==> src/rtl/key_pkg.sv <==
// Shared definitions for the key debouncer slice.
//   key_state_e             debouncer FSM state encoding (2-bit)
//   key_width()             key bus width for a given N (2**N)
//   DEFAULT_DEBOUNCE_CYCLES default stability window (1 ms at 50 MHz)
//   DEFAULT_REPEAT_CYCLES   default auto-repeat period (0.5 s at 50 MHz)
package key_pkg;

  typedef enum logic [1:0] {
    IDLE    = 2'd0,
    PRESS   = 2'd1,
    HELD    = 2'd2,
    RELEASE = 2'd3
  } key_state_e;

  localparam int unsigned DEFAULT_DEBOUNCE_CYCLES = 50000;
  localparam int unsigned DEFAULT_REPEAT_CYCLES   = 25_000_000;

  function automatic int unsigned key_width(input int unsigned n);
    return 32'd1 << n;
  endfunction

endpackage

==> src/rtl/key_sync_2ff.sv <==
// Two-flop synchroniser for a bus of independent asynchronous bits.
// Ports:
//   clk   system clock
//   rst   asynchronous active-high reset, clears both stages to 0
//   d_i   asynchronous input bits
//   q_o   synchronised output bits (two clk edges of latency)
module key_sync_2ff #(
  parameter int unsigned WIDTH = 8
) (
  input  logic             clk,
  input  logic             rst,
  input  logic [WIDTH-1:0] d_i,
  output logic [WIDTH-1:0] q_o
);

  logic [WIDTH-1:0] meta_q;
  logic [WIDTH-1:0] sync_q;

  always_ff @(posedge clk or posedge rst) begin
    if (rst) begin
      meta_q <= '0;
      sync_q <= '0;
    end else begin
      meta_q <= d_i;
      sync_q <= meta_q;
    end
  end

  assign q_o = sync_q;

endmodule

==> src/rtl/key_onehot_debouncer.sv <==
// Debouncer for a bank of 2**N push-buttons feeding the one-hot encoder.
// Raw keys are optionally inverted, synchronised, and a pattern is accepted
// once it has been seen unchanged for DEBOUNCE_CYCLES samples. Multi-key
// chords are passed through untouched; the encoder flags them.
// Ports:
//   clk         system clock
//   rst         asynchronous active-high reset
//   keys_raw    asynchronous raw key pins
//   key_vec     last accepted pressed pattern (active-high), 0 when released
//   key_strobe  one-cycle pulse when key_vec takes a new nonzero pattern
//   key_busy    high whenever the FSM is not in IDLE
// Build option:
//   KEY_AUTOREPEAT_EN  adds REPEAT_CYCLES; key_strobe re-pulses every
//                      REPEAT_CYCLES cycles while a pattern stays held.
module key_onehot_debouncer
  import key_pkg::*;
#(
  parameter int unsigned N               = 3,
  parameter int unsigned DEBOUNCE_CYCLES = DEFAULT_DEBOUNCE_CYCLES,
  parameter bit          ACTIVE_LOW      = 1'b1
`ifdef KEY_AUTOREPEAT_EN
  ,
  parameter int unsigned REPEAT_CYCLES   = DEFAULT_REPEAT_CYCLES
`endif
) (
  input  logic                   clk,
  input  logic                   rst,
  input  logic [key_width(N)-1:0] keys_raw,
  output logic [key_width(N)-1:0] key_vec,
  output logic                   key_strobe,
  output logic                   key_busy
);

  localparam int unsigned W  = key_width(N);
  localparam int unsigned CW = $clog2(DEBOUNCE_CYCLES + 1);
  localparam logic [CW-1:0] CNT_MAX = CW'(DEBOUNCE_CYCLES);

  logic [W-1:0]  keys_in;
  logic [W-1:0]  s;
  logic [W-1:0]  p_q;
  logic [CW-1:0] cnt_q, cnt_d;
  logic          stable;
  key_state_e    state_q, state_d;
  logic [W-1:0]  vec_q, vec_d;
  logic          accept;
  logic          rep_fire;
  logic          strobe_q;

  // Normalise to active-high before synchronising so reset value 0 = released.
  assign keys_in = ACTIVE_LOW ? ~keys_raw : keys_raw;

  key_sync_2ff #(
    .WIDTH (W)
  ) u_sync (
    .clk (clk),
    .rst (rst),
    .d_i (keys_in),
    .q_o (s)
  );

  assign stable = (cnt_q == CNT_MAX);

  always_comb begin
    state_d = state_q;
    vec_d   = vec_q;
    accept  = 1'b0;
    unique case (state_q)
      IDLE: begin
        if (s != '0) state_d = PRESS;
      end
      PRESS: begin
        if (s == '0) begin
          state_d = IDLE;
        end else if (stable) begin
          state_d = HELD;
          vec_d   = s;
          accept  = 1'b1;
        end
      end
      HELD: begin
        if (s == vec_q) begin
          state_d = HELD;
        end else if (s == '0) begin
          state_d = RELEASE;
        end else begin
          state_d = PRESS;
        end
      end
      RELEASE: begin
        if (s != '0) begin
          // Key reappearing unchanged is release bounce: resume without a strobe.
          state_d = (s == vec_q) ? HELD : PRESS;
        end else if (stable) begin
          state_d = IDLE;
          vec_d   = '0;
        end
      end
      default: state_d = IDLE;
    endcase
  end

  // Any sample change or state change restarts the stability window.
  always_comb begin
    cnt_d = cnt_q;
    if ((s != p_q) || (state_d != state_q)) begin
      cnt_d = '0;
    end else if (cnt_q != CNT_MAX) begin
      cnt_d = cnt_q + CW'(1);
    end
  end

`ifdef KEY_AUTOREPEAT_EN
  localparam int unsigned RW = (REPEAT_CYCLES > 1) ? $clog2(REPEAT_CYCLES) : 1;
  localparam logic [RW-1:0] REP_LAST = RW'(REPEAT_CYCLES - 1);

  logic [RW-1:0] rep_q, rep_d;

  // Counts only while HELD with the accepted pattern; anything else clears it.
  always_comb begin
    rep_d    = '0;
    rep_fire = 1'b0;
    if ((state_q == HELD) && (s == vec_q)) begin
      if (rep_q == REP_LAST) begin
        rep_fire = 1'b1;
      end else begin
        rep_d = rep_q + RW'(1);
      end
    end
  end

  always_ff @(posedge clk or posedge rst) begin
    if (rst) begin
      rep_q <= '0;
    end else begin
      rep_q <= rep_d;
    end
  end
`else
  assign rep_fire = 1'b0;
`endif

  always_ff @(posedge clk or posedge rst) begin
    if (rst) begin
      p_q      <= '0;
      cnt_q    <= '0;
      state_q  <= IDLE;
      vec_q    <= '0;
      strobe_q <= 1'b0;
    end else begin
      p_q      <= s;
      cnt_q    <= cnt_d;
      state_q  <= state_d;
      vec_q    <= vec_d;
      strobe_q <= accept | rep_fire;
    end
  end

  assign key_vec    = vec_q;
  assign key_strobe = strobe_q;
  assign key_busy   = (state_q != IDLE);

endmodule

==> config.mk <==
export PLATFORM = sky130hd
export DESIGN_NAME = key_onehot_debouncer
export DESIGN_NICKNAME = d
export VERILOG_FILES = /design/src/rtl/key_pkg.sv /design/src/rtl/key_sync_2ff.sv /design/src/rtl/key_onehot_debouncer.sv
export SDC_FILE = /design/constraint.sdc
export NUM_CORES = 1
export LEC_CHECK = 0
export CAP_MARGIN = 30
export CELL_PAD_IN_SITES_DETAIL_PLACEMENT = 1
export CELL_PAD_IN_SITES_GLOBAL_PLACEMENT = 2
export CORE_UTILIZATION = 37
export DETAILED_ROUTE_END_ITERATION = 10
export GPL_ROUTABILITY_DRIVEN = 0
export PLACE_DENSITY = 0.81
export RECOVER_POWER = 50
export SLEW_MARGIN = 20
export SYNTH_ARGS = -nofsm -noshare
export SYNTH_HDL_FRONTEND = slang
export SYNTH_SLANG_ARGS = --single-unit
==> constraint.sdc <==
create_clock -name clk -period 2.5 [get_ports clk]
set_input_delay 0.5 -clock clk [delete_from_list [all_inputs] [get_ports clk]]
set_output_delay 0.5 -clock clk [all_outputs]
set_load 0.01 [all_outputs]
==> metrics.txt, run 1 <==
status complete, no violations; adder-cell share of the synthesized area 1.12%; total CTS buffers 5; Starting Density 39.5%; sequential share of the synthesized area 57.0%; Skew-Pair Late Insertion Delay 0.31 ns; worst hold start u_sync.meta_q[2]; largest net degree at the start of global routing 52; Area contributors post-synth dfrtp_1 (57%), xnor2_1 (10%), mux2i_1 (4.0%), nor2_1 (4.0%), inv_1 (3.9%); I/O Buffers 19; NumNets Final 250; setup_tns 0 ns; Final Max Slew Viols 0; hold depth 0; syn_nets 218; Final setup viols 0; RSZ-0062 raised after global routing false; core area 0.00568 mm²; DRC 0; compound-gate portion of the synthesized area 2.68%; Largest stage delay, worst path 0.57 ns; reg2reg path depth 5; reg2reg start cnt_q[3]; Post-Synthesis Cells 206; synth warn 0; Netlist Area Pre-Place 0.00224 mm²; fin crit share 90.7%; Reg-to-Reg End key_vec[5]; DRT Wirelength 4340 µm; # Post-CTS Setup Buffers 0; die extent in y 79.8 µm; vias in the first global route 1539; total grt overflow 0; Detail Route Antenna Nets 0; first-pass GRT wire length 7560 µm; CTS tree done; slowest CP cell or3b_1; number of antenna repair diodes 0; crit path launch type flip-flop; via count 1503; wire per inst 14.0 µm; Vias/cell 4.83; critical path required time 2.68 ns; Unique masters post-synth 33; initial antenna violation count 0; WHS Endpoint u_sync.q_o[2]; clk root buf clkbuf_8; post-CTS sizing 0; detailed-router iteration count before antenna repair 4; clock buffer depth 2; min Tclk post-route 2.27 ns; slew at the pin closest to its max-slew limit 1.25 ns; hold bufs inserted after CTS 0; Yosys reg bits 51; main combinational cell family by area after synthesis simple AND/OR/NAND/NOR gates; Layout Skew 0.00996 ns; post-layout util 46.6%; pwr dens 541 mW/mm²; First DRT Iteration DRCs 88; clock-pin slew on the worst setup and hold paths 0.10 ns; dpl cells 303; final hold violations 0; io pins 20; Synth Area in Simple Gates 18.2%; Synth area leader dfrtp_1; HPWL Detailed 3130 µm; H-tree depth 2; Post-Synth XOR/XNOR Area 11.7%; CTS sink cnt 51; relative slew slack 16.6%; share of the synthesized area in the top cell type 57.0%; reg-to-reg slack, setup 0.23 ns; Rows 27; multiplexer area fraction after synthesis 4.02%; Highest Clock Rate 441 MHz; CP cell instances or4_4, nor4_4, nand2_2, or3b_1, mux2i_1; Die Span X 79.8 µm; Max-Cap Viols 0; Syn-to-layout area delta 18.2%; WP data arrival 2.45 ns; critical path class flip-flop to flip-flop; fin cells 311; die outline area 0.00637 mm²; CP max FO 8; layout cells sized above 1 8.79%; Max VDD drop 0.262 mV; Setup crit end kind flip-flop; worst hold slack 0.358 ns; Tot GR Track Use 15.8%; Leak 1.13 nW; Worst Hold Class flip-flop to flip-flop; synthesized area per cell 10.9 µm²
critical path, delay by kind of cell, from the launching register on:
kind             cells  cell delay (ns)
flip-flops           1             0.47
multiplexers         1             0.19
AND/OR/NAND/NOR      4             1.48
synthesized netlist by cell type (all sizes together):
| library cell | number |
|---|---|
| a21oi | 3 |
| a311oi | 1 |
| a31oi | 1 |
| and2 | 1 |
| and2b | 1 |
| and3 | 1 |
| buf | 3 |
| clkbuf | 1 |
| dfrtp | 51 |
| ha | 2 |
| inv | 23 |
| mux2i | 9 |
| nand2 | 16 |
| nand3 | 8 |
| nand4 | 7 |
| nand4b | 2 |
| nor2 | 24 |
| nor3 | 5 |
| nor4 | 5 |
| nor4b | 1 |
| o211ai | 1 |
| o21ai | 2 |
| o31ai | 1 |
| or2 | 1 |
| or3 | 3 |
| or3b | 1 |
| or4 | 2 |
| xnor2 | 26 |
| xor2 | 4 |
cells in the final DEF (no fill, tap or decap), types with 2 or more instances in the layout:
cell	count
or3_1	3
dlygate4sd3_1	9
nor2_1	24
nand3_1	8
mux2i_1	9
clkbuf_8	5
nand4_1	7
nand2_1	15
nor4_1	4
xnor2_1	26
buf_4	6
a21oi_1	3
nand4b_1	2
clkdlybuf4s50_1	10
clkbuf_1	3
ha_1	2
inv_6	2
nor3_1	5
dfrtp_1	51
inv_1	22
o21ai_0	2
xor2_1	4
sequential cells by signal, summed over array words and instances (netlist names):
| register | flops |
|---|---|
| cnt_q | 16 |
| key_vec | 8 |
| p_q | 8 |
| u_sync.meta_q | 8 |
| u_sync.q_o | 8 |
| state_q | 2 |
| key_strobe | 1 |
per-layer routing:
layer	part of all wire (%)	global-route usage [%]	wire (µm)
met1	52	23.0	2250
met2	44	23.0	1920
met3	1.8	2.40	76
met4	2.1	7.50	89
met5	0	0	0
worst max path at each step:
stage,startpoint,endpoint,slack (ns),cells past startpoint
after floorplan,cnt_q[3],key_vec[0],0.28,7
after global placement,cnt_q[3],key_vec[7],0.27,5
after detailed placement,cnt_q[3],key_vec[5],0.21,5
after CTS,cnt_q[3],key_vec[5],0.20,5
after global routing,cnt_q[3],key_vec[6],0.11,5
final,cnt_q[3],key_vec[5],0.23,5
kinds of logic after synthesis:
| logic type | after synthesis |
|---|---|
| compound gates | 9 |
| xor+xnor | 30 |
| fa+ha+maj | 2 |
| buf+inv | 27 |
| flops | 51 |
| mux | 9 |
| simple gates | 78 |
final cells by class:
class / count / area (µm²)
Clock buffer: 5 / 68.8
Clock inverter: 3 / 28.8
Fill cell: 642 / 3030
Inverter: 23 / 86.3
Multi-Input combinational cell: 128 / 846
Sequential cell: 51 / 1280
Tap cell: 72 / 90.1
Timing Repair Buffer: 29 / 251
metrics by stage:
| stage | worst slack [ns] | total power, mW | instance area [µm²] |
|---|---|---|---|
| 2_1_floorplan | 0.282 | 0.909 | 2240 |
| 3_3_place_gp | 0.270 | 0.945 | 2580 |
| 3_5_place_dp | 0.209 | 0.947 | 2580 |
| 4_1_cts | 0.204 | 1.46 | 2670 |
| 5_1_grt | 0.106 | 1.49 | 2650 |
| 6_report | 0.233 | 1.43 | 2650 |
report_power, final:
group	internal [mW]	total, mW	leakage, nW	switching, mW
registers	0.844	0.857	0.652	0.0133
clock network	0.212	0.512	0.0511	0.300
logic	0.0283	0.0624	0.427	0.0342
total	1.08	1.43	1.13	0.347
No activity file was read; power rests on OpenSTA's default activity.
==> run 2: changes to the inputs <==
- CORE_MARGIN: unset -> 2
==> run 2 against run 1 <==
Compared with the run above:
- fmax increased by 0.56%
- largest cell class unchanged
- final cell count is 0.64% higher
- hold slack worse by 0.00056 ns
- power decreased by 0.18%
- largest power group unchanged
- clock power is essentially flat
- wire length is 0.32% higher
- highest routed layer unchanged
- first-iteration DRC count decreased by 47%
- global-route usage fell by 0.81 points
==> metrics.txt, run 2 (synthesis results as in run 1) <==
status complete, no violations (unchanged); Tot GR Track Use 15.0% (was 15.8%); HPWL Detailed 3230 µm (was 3130 µm); slowest CP cell or3b_1 (unchanged); Highest Clock Rate 444 MHz (was 441 MHz); Fillers 661 (was 642); design area 0.00264 mm² (was 0.00265 mm²); die outline area 0.00669 mm² (was 0.00637 mm²); clock buffer depth 2 (unchanged); first-pass GRT wire length 7470 µm (was 7560 µm); Leak 1.13 nW (about the same); total grt overflow 0 (unchanged); worst hold slack 0.358 ns (about the same); slew at the pin closest to its max-slew limit 0.943 ns (was 1.25 ns); Layout Skew 0.00937 ns (was 0.00996 ns); io pins 20 (unchanged); vias in the first global route 1572 (was 1539); RSZ-0062 raised after global routing false (unchanged); Vias/cell 4.81 (was 4.83); Biggest register cnt_q (unchanged); I/O Buffers 19 (unchanged); clk root buf clkbuf_8 (unchanged); Worst Hold Class flip-flop to flip-flop (unchanged); First DRT Iteration DRCs 47 (was 88); H-tree depth 2 (unchanged); pwr dens 540 mW/mm² (was 541 mW/mm²); DRT Wirelength 4350 µm (was 4340 µm); Syn-to-layout area delta 18.0% (was 18.2%); NumNets Final 249 (was 250); hold bufs inserted after CTS 0 (unchanged); CP max FO 8 (unchanged); fin cells 313 (was 311); Max-Cap Viols 0 (unchanged); via count 1504 (was 1503); largest net degree at the start of global routing 27 (was 52); Skew-Pair Late Insertion Delay 0.31 ns (about the same); # Post-CTS Setup Buffers 0 (unchanged); Final setup viols 0 (unchanged); Placement Cell Area 0.00257 mm² (was 0.00258 mm²); min Tclk post-route 2.25 ns (was 2.27 ns); Starting Density 38.1% (was 39.5%); die extent in y 81.8 µm (was 79.8 µm); fin crit share 90.2% (was 90.7%); commonest non-fill, non-tap cell in the layout dfrtp_1 (unchanged); detailed-router iteration count before antenna repair 4 (unchanged); Rows 28 (was 27); Detail Route Antenna Nets 0 (unchanged); CP cell instances or4_4, nor4_4, nand2_2, or3b_1, mux2i_1 (unchanged); number of antenna repair diodes 0 (unchanged); clock-pin slew on the worst setup and hold paths 0.10 ns (about the same); Die Span X 81.8 µm (was 79.8 µm); post-CTS sizing 0 (unchanged); CP delay by family, top simple AND/OR/NAND/NOR gates (unchanged); Max VDD drop 0.264 mV (was 0.262 mV); max reg flops 16 (unchanged); CP bufs+invs 0 (unchanged); CTS sink cnt 51 (unchanged); Final Max Slew Viols 0 (unchanged); critical path class flip-flop to flip-flop (unchanged); most frequent cells in the layout dfrtp_1 (51), xnor2_1 (26), nor2_1 (24) (unchanged); critical path required time 2.68 ns (about the same); final hold violations 0 (unchanged); WP data arrival 2.43 ns (was 2.45 ns); core area 0.00589 mm² (was 0.00568 mm²); DRC 0 (unchanged); layout cells sized above 1 8.40% (was 8.79%); total CTS buffers 5 (unchanged); reg-to-reg slack, setup 0.25 ns (was 0.23 ns); crit path launch type flip-flop (unchanged); Setup crit end kind flip-flop (unchanged); setup_tns 0 ns (unchanged); relative slew slack 37.1% (was 16.6%); CTS tree done (unchanged); Largest stage delay, worst path 0.57 ns (about the same); initial antenna violation count 0 (unchanged); wire per inst 13.9 µm (was 14.0 µm); dpl cells 305 (was 303)
run 2: cell count changes in the layout (fill, tap and decap cells not counted), sizes merged:
cell | previous run | this run
clkinv | 1 | 0
buf | 6 | 5
inv | 25 | 26
run 2: per-layer routing:
| layer | vias up | GRT usage, % | wire length (µm) |
|---|---|---|---|
| met1 | 747 | 19.7 | 2130 |
| li1 | 732 | - | - |
| met5 | - | 0 | 0 |
| met4 | 0 | 6.00 | 82 |
| met3 | 4 | 2.97 | 116 |
| met2 | 21 | 24.5 | 2020 |
run 2: area by class of cell:
type                            instances  area, µm²  share of cell area [%]
Clock buffer                            5       68.8                    2.60
Clock inverter                          3       28.8                    1.09
Inverter                               23       86.3                    3.27
Multi-Input combinational cell        128        846                    32.0
Sequential cell                        51       1280                    48.3
Tap cell                               75       93.8                    3.55
Timing Repair Buffer                   28        244                    9.23
run 2: final timing paths:
path	from	to	cells after the start
worst min-delay path	u_sync.meta_q[7]	u_sync.q_o[7]	0
worst max register to register	cnt_q[3]	key_vec[6]	5
worst max-delay path	cnt_q[3]	key_vec[6]	5
min in group asynchronous	rst	u_sync.q_o[0]	2
max in group asynchronous	rst	cnt_q[9]	3
worst min register to register	u_sync.meta_q[7]	u_sync.q_o[7]	0
run 2: power by group:
group / internal [mW] / leakage (nW) / total, mW / switching (mW)
Clock: 0.212 / 0.0511 / 0.510 / 0.298
Sequential: 0.844 / 0.652 / 0.858 / 0.0137
Combinational: 0.0282 / 0.425 / 0.0611 / 0.0329
run 2: stage by stage:
| step | power (mW) | util [%] | setup slack, ns |
|---|---|---|---|
| 2_1_floorplan | 0.909 | - | 0.282 |
| 3_3_place_gp | 0.944 | 43.7 | 0.268 |
| 3_5_place_dp | 0.947 | 43.7 | 0.229 |
| 4_1_cts | 1.47 | 45.4 | 0.214 |
| 5_1_grt | 1.50 | 44.9 | 0.137 |
| 6_report | 1.43 | 44.9 | 0.246 |
==> run 3: changes to the inputs <==
- MAX_ROUTING_LAYER: unset -> met4
- SYNTH_HIERARCHICAL: unset -> 1
==> run 3 against run 2 <==
Compared with the run above:
- power fell by 0.79%
- design area fell by 1.4%
- clock skew rose by 0.0030 ns
- sequential cell count did not move
- clock-buffer cell count did not move
- synthesized cell count shrank 0.97%
- critical path type unchanged
- critical endpoint is now cnt_q[12]
==> metrics.txt, run 3 <==
crit path launch type flip-flop (unchanged); Max VDD drop 0.313 mV (was 0.264 mV); die extent in y 81.6 µm (was 81.8 µm); io pins 20 (unchanged); pwr dens 544 mW/mm² (was 540 mW/mm²); NumNets Final 241 (was 249); grt met2 use 23.4% (was 24.5%); Setup crit end kind flip-flop (unchanged); HPWL Detailed 3170 µm (was 3230 µm); Max-Cap Viols 0 (unchanged); CP max FO 16 (was 8); Area contributors post-synth dfrtp_1 (57%), xor2_1 (8.6%), nand2_1 (4.0%), xnor2_1 (3.5%), nand4_1 (2.8%) (was dfrtp_1 (57%), xnor2_1 (10%), mux2i_1 (4.0%), nor2_1 (4.0%), inv_1 (3.9%)); number of antenna repair diodes 0 (unchanged); RSZ-0062 raised after global routing false (unchanged); H-tree depth 2 (unchanged); worst hold slack 0.359 ns (was 0.358 ns); status complete, no violations (unchanged); Die Span X 81.6 µm (was 81.8 µm); via count 1458 (was 1504); vias in the first global route 1567 (was 1572); I/O Buffers 19 (unchanged); Highest Clock Rate 432 MHz (was 444 MHz); Detail Route Antenna Nets 0 (unchanged); reg-to-reg slack, setup 0.19 ns (was 0.25 ns); hold bufs inserted after CTS 0 (unchanged); critical path required time 2.72 ns (was 2.68 ns); Largest stage delay, worst path 0.59 ns (was 0.57 ns); Skew-Pair Late Insertion Delay 0.31 ns (about the same); CTS sink cnt 51 (unchanged); CTS tree done (unchanged); slowest CP cell a311o_2 (was or3b_1); final hold violations 0 (unchanged); share of the synthesized area in the top cell type 57.3% (was 57.0%); synthesized area per cell 10.9 µm² (about the same); Final setup viols 0 (unchanged); total CTS buffers 5 (unchanged); synth warn 6 (was 0); clock buffer depth 2 (unchanged); slew at the pin closest to its max-slew limit 0.881 ns (was 0.943 ns); Post-synth top flop dfrtp_1 (unchanged); Fillers 679 (was 661); Biggest register cnt_q (unchanged); Worst Hold Class flip-flop to flip-flop (unchanged); detailed-router iteration count before antenna repair 4 (unchanged); Layout Skew 0.0123 ns (was 0.00937 ns); top cells by count, synth dfrtp_1 (51), nand2_1 (24), xor2_1 (22) (was dfrtp_1 (51), xnor2_1 (26), nor2_1 (24)); Final Max Slew Viols 0 (unchanged); Leak 1.10 nW (was 1.13 nW); GRT met3 Usage 3.30% (was 2.97%); core area 0.00589 mm² (unchanged); count leader, synth dfrtp_1 (unchanged); Syn-to-layout area delta 17.0% (was 18.0%); fin crit share 92.5% (was 90.2%); critical path class flip-flop to flip-flop (unchanged); setup_tns 0 ns (unchanged); clock-pin slew on the worst setup and hold paths 0.10 ns (about the same); First DRT Iteration DRCs 67 (was 47); Starting Density 37.9% (was 38.1%); WP data arrival 2.54 ns (was 2.43 ns); syn_nets 216 (was 218); post-layout util 44.3% (was 44.9%); met1 global-route usage 22.0% (was 19.7%); relative slew slack 41.2% (was 37.1%); total grt overflow 0 (unchanged); wire per inst 14.7 µm (was 13.9 µm); DRT Wirelength 4490 µm (was 4350 µm); gr busiest metal met2 (unchanged); Unique masters post-synth 33 (unchanged); Vias/cell 4.78 (was 4.81); # Post-CTS Setup Buffers 0 (unchanged); largest net degree at the start of global routing 36 (was 27); FFs w/ async S/R, synth 100% (unchanged); number of synthesized flops with an enable pin 0 (unchanged); Yosys reg bits 51 (unchanged); Post-Synthesis Cells 204 (was 206); CP cell instances nor4_2, nand2_1, or3_1, a311o_2, nor2_1 (was or4_4, nor4_4, nand2_2, or3b_1, mux2i_1); max reg flops 16 (unchanged); die outline area 0.00666 mm² (was 0.00669 mm²); layout cells sized above 1 12.2% (was 8.40%); Synth area leader dfrtp_1 (unchanged); DRC 0 (unchanged); first-pass GRT wire length 7710 µm (was 7470 µm); min Tclk post-route 2.31 ns (was 2.25 ns); initial antenna violation count 0 (unchanged); Netlist Area Pre-Place 0.00223 mm² (was 0.00224 mm²); most frequent cells in the layout dfrtp_1 (51), nand2_1 (24), xor2_1 (22) (was dfrtp_1 (51), xnor2_1 (26), nor2_1 (24)); Rows 28 (unchanged); commonest non-fill, non-tap cell in the layout dfrtp_1 (unchanged); sequential share of the synthesized area 57.3% (was 57.0%); clk root buf clkbuf_8 (unchanged); Tot GR Track Use 15.8% (was 15.0%)
run 3: logic make-up (layout without fill, tap and decap cells):
kind of cell               after synthesis  count (layout)  synth area share [%]
and+or+nand+nor                         84              84                  21.0
buffers and inverters                   19              45                  3.87
AOI/OAI and AO/OA                       17              17                  4.55
adders and majority gates                2               2                  1.12
xor gates and xnor gates                31              31                  12.2
DFF                                     51              51                  57.3
run 3: timing repair:
item	CTS	global route
gates resized for setup	0	1
hold endpoints to repair	0	0
endpoints found under the setup margin	0	1
run 3: layer usage:
layer	vias to the layer above	wire length, µm
li1	723	-
met1	713	2240
met2	17	2100
met3	5	105
met4	0	48
met5	-	0
run 3: power by group:
group	total, mW	internal, mW	leakage [nW]	switching (mW)
registers	0.862	0.844	0.652	0.0175
logic	0.0569	0.0244	0.401	0.0325
clock network	0.499	0.206	0.0491	0.293
run 3: cell type report:
class / instances / area, µm² / share of cell area [%]
sequential: 51 / 1280 / 49.0
clock inverter: 3 / 26.3 / 1.01
clock buffer: 5 / 68.8 / 2.64
timing repair buffer: 24 / 218 / 8.35
inverter: 13 / 48.8 / 1.87
multi-input combinational: 134 / 875 / 33.6
tap: 75 / 93.8 / 3.60
run 3: metrics by stage:
stage | instance area [µm²] | cells | total power [mW] | setup slack [ns]
finish | 2610 | 305 | 1.42 | 0.188
global placement | 2510 | 297 | 0.938 | 0.291
global route | 2610 | 305 | 1.48 | 0.0177
CTS | 2610 | 305 | 1.44 | 0.168
floorplan | 2230 | 204 | 0.907 | 0.402
detailed placement | 2510 | 297 | 0.941 | 0.228
run 3: worst max-delay path: cells and delay by family, from the launching register on:
family | cells | cell delay (ns)
simple gates | 4 | 1.16
compound gates | 1 | 0.59
flops | 1 | 0.48
run 3: final timing paths:
check | depth (start not counted) | end | startpoint
worst max-delay path | 5 | cnt_q[12] | u_sync/q_o[7]
worst min-delay path | 0 | u_sync/q_o[1] | u_sync/meta_q[1]
worst max register to register | 5 | cnt_q[12] | u_sync/q_o[7]
worst min register to register | 0 | u_sync/q_o[1] | u_sync/meta_q[1]
max in group asynchronous | 3 | cnt_q[15] | rst
min in group asynchronous | 2 | u_sync/meta_q[3] | rst
